$ cat src/rtl/sprite_pkg.sv
// Shared types and widths for the sprite motion controller.
package sprite_pkg;

  localparam int unsigned HCOUNT_W = 11;
  localparam int unsigned VCOUNT_W = 10;

  typedef enum logic [1:0] {
    IDLE,
    MOVE,
    POP,
    DONE
  } motion_state_t;

endpackage

$ cat src/rtl/axis_bouncer.sv
// One screen axis: holds position and direction, bounces between 0 and MAX.
module axis_bouncer #(
  parameter int unsigned MAX   = 1024,
  parameter int unsigned SPEED = 4,
  parameter int unsigned W     = 11,
  parameter int unsigned INIT  = 0
) (
  input  logic         clk,
  input  logic         rst_n,
  input  logic         load,
  input  logic         step,
  input  logic [W-1:0] start_val,
  output logic [W-1:0] pos
);

  localparam logic [W:0]   MaxExt   = (W+1)'(MAX);
  localparam logic [W:0]   SpeedExt = (W+1)'(SPEED);
  localparam logic [W-1:0] MaxPos   = W'(MAX);
  localparam logic [W-1:0] SpeedPos = W'(SPEED);
  localparam logic [W-1:0] InitPos  = W'(INIT);

  logic [W-1:0] pos_q, pos_d;
  logic         dir_neg_q, dir_neg_d;
  logic [W:0]   sum;

  // One extra bit so the forward sum can never wrap before the compare.
  assign sum = {1'b0, pos_q} + SpeedExt;

  always_comb begin
    pos_d     = pos_q;
    dir_neg_d = dir_neg_q;
    if (load) begin
      pos_d     = start_val;
      dir_neg_d = 1'b0;
    end else if (step) begin
      if (!dir_neg_q) begin
        if (sum >= MaxExt) begin
          pos_d     = MaxPos;
          dir_neg_d = 1'b1;
        end else begin
          pos_d = sum[W-1:0];
        end
      end else begin
        if ({1'b0, pos_q} <= SpeedExt) begin
          pos_d     = '0;
          dir_neg_d = 1'b0;
        end else begin
          pos_d = pos_q - SpeedPos;
        end
      end
    end
  end

  always_ff @(posedge clk or negedge rst_n) begin
    if (!rst_n) begin
      pos_q     <= InitPos;
      dir_neg_q <= 1'b0;
    end else begin
      pos_q     <= pos_d;
      dir_neg_q <= dir_neg_d;
    end
  end

  assign pos = pos_q;

endmodule

$ cat src/rtl/sprite_motion_ctrl.sv
// Per-frame sprite animator: bounces the sprite on the frame strobe and runs a timed pop on a hit.
module sprite_motion_ctrl
  import sprite_pkg::*;
#(
  parameter int unsigned SCREEN_W   = 1280,
  parameter int unsigned SCREEN_H   = 720,
  parameter int unsigned WIDTH      = 256,
  parameter int unsigned HEIGHT     = 256,
  parameter int unsigned X_SPEED    = 4,
  parameter int unsigned Y_SPEED    = 2,
  parameter int unsigned X_START    = 0,
  parameter int unsigned Y_START    = 0,
  parameter int unsigned POP_FRAMES = 30
) (
  input  logic                pixel_clk_in,
  input  logic                rst_n_in,
  input  logic [HCOUNT_W-1:0] hcount_in,
  input  logic [VCOUNT_W-1:0] vcount_in,
  input  logic                start_in,
  input  logic                hit_in,
  output logic [HCOUNT_W-1:0] x_out,
  output logic [VCOUNT_W-1:0] y_out,
  output logic                pop_out,
  output logic                active_out,
  output logic                done_out
);

  localparam int unsigned CntW = (POP_FRAMES > 1) ? $clog2(POP_FRAMES) : 1;
  localparam logic [CntW-1:0] PopLast = CntW'(POP_FRAMES - 1);
  localparam logic [VCOUNT_W-1:0] StrobeLine = VCOUNT_W'(SCREEN_H);

  motion_state_t   state_q;
  logic            strobe_q;
  logic            hit_q;
  logic [CntW-1:0] cnt_q;
  logic            pop_q, active_q, done_q;
  logic            load, step;

  // First blanking line, column 0: one pulse per frame.
  always_ff @(posedge pixel_clk_in or negedge rst_n_in) begin
    if (!rst_n_in) begin
      strobe_q <= 1'b0;
    end else begin
      strobe_q <= (hcount_in == '0) && (vcount_in == StrobeLine);
    end
  end

  assign load = (state_q == IDLE) && start_in;
  assign step = (state_q == MOVE) && strobe_q && !hit_q;

  always_ff @(posedge pixel_clk_in or negedge rst_n_in) begin
    if (!rst_n_in) begin
      state_q  <= IDLE;
      hit_q    <= 1'b0;
      cnt_q    <= '0;
      pop_q    <= 1'b0;
      active_q <= 1'b0;
      done_q   <= 1'b0;
    end else begin
      done_q <= 1'b0;
      unique case (state_q)
        IDLE: begin
          hit_q <= 1'b0;
          if (start_in) begin
            state_q  <= MOVE;
            active_q <= 1'b1;
          end
        end
        MOVE: begin
          // A hit arriving on the strobe cycle is only latched; it acts next frame.
          if (strobe_q && hit_q) begin
            state_q <= POP;
            pop_q   <= 1'b1;
            cnt_q   <= PopLast;
            hit_q   <= 1'b0;
          end else if (hit_in) begin
            hit_q <= 1'b1;
          end
        end
        POP: begin
          if (strobe_q) begin
            if (cnt_q == '0) begin
              state_q  <= DONE;
              pop_q    <= 1'b0;
              active_q <= 1'b0;
              done_q   <= 1'b1;
            end else begin
              cnt_q <= cnt_q - 1'b1;
            end
          end
        end
        DONE: begin
          state_q <= IDLE;
        end
        default: state_q <= IDLE;
      endcase
    end
  end

  axis_bouncer #(
    .MAX  (SCREEN_W - WIDTH),
    .SPEED(X_SPEED),
    .W    (HCOUNT_W),
    .INIT (X_START)
  ) u_x_axis (
    .clk      (pixel_clk_in),
    .rst_n    (rst_n_in),
    .load     (load),
    .step     (step),
    .start_val(HCOUNT_W'(X_START)),
    .pos      (x_out)
  );

  axis_bouncer #(
    .MAX  (SCREEN_H - HEIGHT),
    .SPEED(Y_SPEED),
    .W    (VCOUNT_W),
    .INIT (Y_START)
  ) u_y_axis (
    .clk      (pixel_clk_in),
    .rst_n    (rst_n_in),
    .load     (load),
    .step     (step),
    .start_val(VCOUNT_W'(Y_START)),
    .pos      (y_out)
  );

  assign pop_out    = pop_q;
  assign active_out = active_q;
  assign done_out   = done_q;

endmodule

$ cat config.mk
export PLATFORM = sky130hd
export DESIGN_NAME = sprite_motion_ctrl
export DESIGN_NICKNAME = d
export VERILOG_FILES = /design/src/rtl/sprite_pkg.sv /design/src/rtl/axis_bouncer.sv /design/src/rtl/sprite_motion_ctrl.sv
export SDC_FILE = /design/constraint.sdc
export NUM_CORES = 1
export LEC_CHECK = 0
export ABC_CLOCK_PERIOD_IN_PS = 6300
export BUFFER_PORTS_ARGS = -buffer_cell sky130_fd_sc_hd__buf_4
export CAP_MARGIN = 20
export CORE_ASPECT_RATIO = 1.4
export CORE_UTILIZATION = 50
export CTS_BUF_LIST = sky130_fd_sc_hd__clkbuf_16
export DETAILED_ROUTE_END_ITERATION = 8
export GPL_TIMING_DRIVEN = 0
export PLACE_DENSITY = 0.73
export SYNTH_ARGS = -nofsm -noshare
export SYNTH_HDL_FRONTEND = slang
export SYNTH_SLANG_ARGS = --single-unit
$ cat constraint.sdc
create_clock -name pixel_clk_in -period 6.3 [get_ports pixel_clk_in]
set_input_delay 0.315 -clock pixel_clk_in [delete_from_list [all_inputs] [get_ports pixel_clk_in]]
set_output_delay 0.315 -clock pixel_clk_in [all_outputs]
set_load 0.05 [all_outputs]
==> run_results.csv <==
group,metric,value,unit
timing,max_slew_margin,0.398,
setup_path,path_class,"reg2reg",
timing,fin_skew,0.00315,ns
timing,setup_viol,0,
global_route,overflow,0,
final_layout,synthToLayoutAreaGrowth,23.8,%
final_layout,nNetsFinal,393,
final_layout,stdcell_count,422,
power_and_ir_drop,leakagePower,1.39,nW
detailed_routing,vias_per_cell,6.09,
final_layout,nFillCells,431,
timing,min_period_over_period,0.433,
placed_design,pre_cts_slack,3.60,ns
timing,fmax,0.367,GHz
setup_path,cp_data_arrival_time,2.92,ns
placed_design,dpl.hpwl,4810,um
yosys,syn_inst,302,
flow_run,maxCapViolCount,0,
global_route,grt_max_degree,33,
floorplan,rows,30,
clock_tree,htreeDepth,2,
yosys,syn_area,2520,um^2
clock_tree,cts_sinks,32,
timing,setup_tns,0,ns
worst_hold_path,min_path_type,"in2reg",
placed_design,portBuffers,45,
clock_tree,cts_max_path_buffers,2,
floorplan,floorplan.initialDensity,0.520,
yosys,yosysUniqueCellTypes,63,
placed_design,placedCellCount,413,
detailed_routing,avgRoutedWirePerCell,15.7,um
detailed_routing,drt_iter0_markers,283,
timing,max_slew.worst_pin.slew,0.892,ns
floorplan,pin_count,49,
power_and_ir_drop,peakVddDrop,0.000125,V
detailed_routing,firstDrtPassIters,5,
clock_tree,clock_latency,0.27,ns
power_and_ir_drop,power_density,205,nW/um^2
global_route,grt_pass1_vias,2332,
yosys,yosysWarnings,0,
outcome,status,"finished, final reports clean",
detailed_routing,wl,6640,um
detailed_routing,route.detailed.drc,0,
yosys,synthArstFlopShare,1.00,
yosys,synth_ff_type,"dfrtp_1",
yosys,synth_edf_count,0,
clock_tree,cts_tree,"built",
floorplan,core_area,4840,um^2
floorplan,die_h,86.0,um
placed_design,placed_area,2940,um^2
timing,drv_slew,0,
timing,grt_setup_unrepaired,"no",
global_route,track_usage,0.266,
yosys,ys_seq_area_frac,0.318,
placed_design,gp_congestion,0.902,
yosys,synth-seq-cells,32,
detailed_routing,vias,2568,
setup_path,cp-end-kind,"flop",
clock_tree,ctsResizeCount,0,
clock_tree,clk_pin_slew,0.05,ns
final_layout,fin_util,0.644,
final_layout,antenna_cells,0,
detailed_routing,ant_nets,0,
timing,hold_viol,0,
setup_path,start_kind,"flop",
final_layout,fin_area,3120,um^2
global_route,grt_pass1_wl,10700,um
yosys,syn_area_per_cell,8.34,um^2
clock_tree,cts_buffers,5,
timing,layout_setup_ws,3.57,ns
global_route,antenna_found_initial,0,
floorplan,die_w,62.0,um
clock_tree,root_buffer,"clkbuf_16",
setup_path,cp_max_fo,10,
timing,min_period,2.73,ns
floorplan,die_area,5330,um^2
final_layout,layout-drive-gt1-share,0.212,
clock_tree,cts_setup_buffers,0,
setup_path,required,6.49,ns
metrics by stage:
stage | total power, mW | hold WS (ns)
2_1_floorplan | 0.329 | 0.0194
3_3_place_gp | 0.367 | 0.289
3_5_place_dp | 0.372 | 0.283
4_1_cts | 0.645 | 0.184
5_1_grt | 0.673 | 0.189
6_report | 0.640 | 0.188
logic make-up (layout without fill, tap and decap cells):
family	Yosys count	after routing	share of synthesized area
adder cells (fa/ha/maj)	11	11	0.0546
AO/OA/AOI/OAI	92	92	0.264
multiplexers	4	4	0.0169
other	1	3	0.00149
buffers and inverters	42	96	0.0825
XOR/XNOR	11	11	0.0383
AND/OR/NAND/NOR	109	109	0.225
flip-flops	32	32	0.318
path summary, 6_finish.rpt:
kind / depth (start not counted) / startpoint / slack (ns) / to
setup / recovery: 9 / state_q[1]$_DFFE_PN0P_ / 3.57 / u_y_axis.pos[6]$_DFFE_PN0P_
hold / removal: 2 / vcount_in[8] / 0.19 / strobe_q$_DFF_PN0_
setup reg to reg: 9 / state_q[1]$_DFFE_PN0P_ / 3.57 / u_y_axis.pos[6]$_DFFE_PN0P_
hold reg to reg: 2 / pop_out$_DFFE_PN0P_ / 0.49 / pop_out$_DFFE_PN0P_
max in group asynchronous: 2 / rst_n_in / 5.48 / u_y_axis.pos[7]$_DFFE_PN0P_
min in group asynchronous: 2 / rst_n_in / 0.52 / u_x_axis.pos[10]$_DFFE_PN0P_
power breakdown:
| group | switching, mW | total, mW | leakage (nW) | internal (mW) |
|---|---|---|---|---|
| clock | 0.0878 | 0.272 | 0.0850 | 0.184 |
| sequential | 0.00984 | 0.226 | 0.437 | 0.217 |
| combinational | 0.0845 | 0.142 | 0.871 | 0.0574 |
synthesized netlist by cell type, drive strengths merged, types with 4 or more instances:
cell type / number / share of area
o2111ai: 4 / 0.014
nor2: 19 / 0.029
o22ai: 7 / 0.017
dfrtp: 32 / 0.32
nor4: 7 / 0.017
a21oi: 12 / 0.024
xor2: 4 / 0.014
nand4: 5 / 0.012
nor3: 6 / 0.012
o21ai: 18 / 0.036
buf: 9 / 0.032
ha: 11 / 0.055
inv: 20 / 0.030
a211oi: 7 / 0.021
clkbuf: 13 / 0.021
o211ai: 6 / 0.018
xnor2: 7 / 0.024
and3: 4 / 0.010
a221oi: 4 / 0.014
a31oi: 5 / 0.018
nand3: 14 / 0.028
nand2: 32 / 0.048
layout by cell type, fill, tap and decap left out, types with 11 or more instances in the layout:
master    instances
clkbuf_1         12
buf_4            49
nand2_1          32
nand3_1          14
a21oi_1          12
dfrtp_1          32
nor2_1           18
inv_1            21
ha_1             11
o21ai_0          18
timing repair:
| item | CTS | global route |
|---|---|---|
| hold buffers | 1 | 0 |
| endpoints found under the hold margin | 22 | 0 |
| setup endpoints to repair | 0 | 0 |
state kept, by name (all words and copies together), names as in the netlist:
signal / cells
u_x_axis.pos: 9
done_out: 1
active_out: 1
cnt_q: 5
hit_q: 1
pop_out: 1
u_x_axis.dir_neg_q: 1
u_y_axis.pos: 9
strobe_q: 1
state_q: 2
u_y_axis.dir_neg_q: 1
cell type report:
| type | count | area, um^2 | area share |
|---|---|---|---|
| multi-input combinational | 230 | 1520 | 0.487 |
| sequential | 32 | 801 | 0.257 |
| timing repair buffer | 46 | 348 | 0.112 |
| buffer | 22 | 133 | 0.0425 |
| clock buffer | 5 | 125 | 0.0401 |
| tap | 64 | 80.1 | 0.0257 |
| inverter | 20 | 75.1 | 0.0241 |
| clock inverter | 3 | 38.8 | 0.0124 |
worst max-delay path: stages, from the launching register on:
cell      delay (ns)
dfrtp_1         0.39
inv_1           0.08
ha_1            0.13
clkbuf_1        0.26
nand3b_1        0.25
a21oi_1         0.31
clkbuf_1        0.49
o21a_1          0.40
o21ai_0         0.14
o211ai_1        0.18
routing by layer:
| layer | wire length [um] | track usage | vias up |
|---|---|---|---|
| met4 | 148 | 0.103 | 0 |
| met1 | 2670 | 0.323 | 1206 |
| met3 | 328 | 0.0377 | 17 |
| li1 | - | - | 1242 |
| met2 | 3500 | 0.457 | 103 |
| met5 | 0 | 0 | - |
No activity file was read; power rests on OpenSTA's default activity.
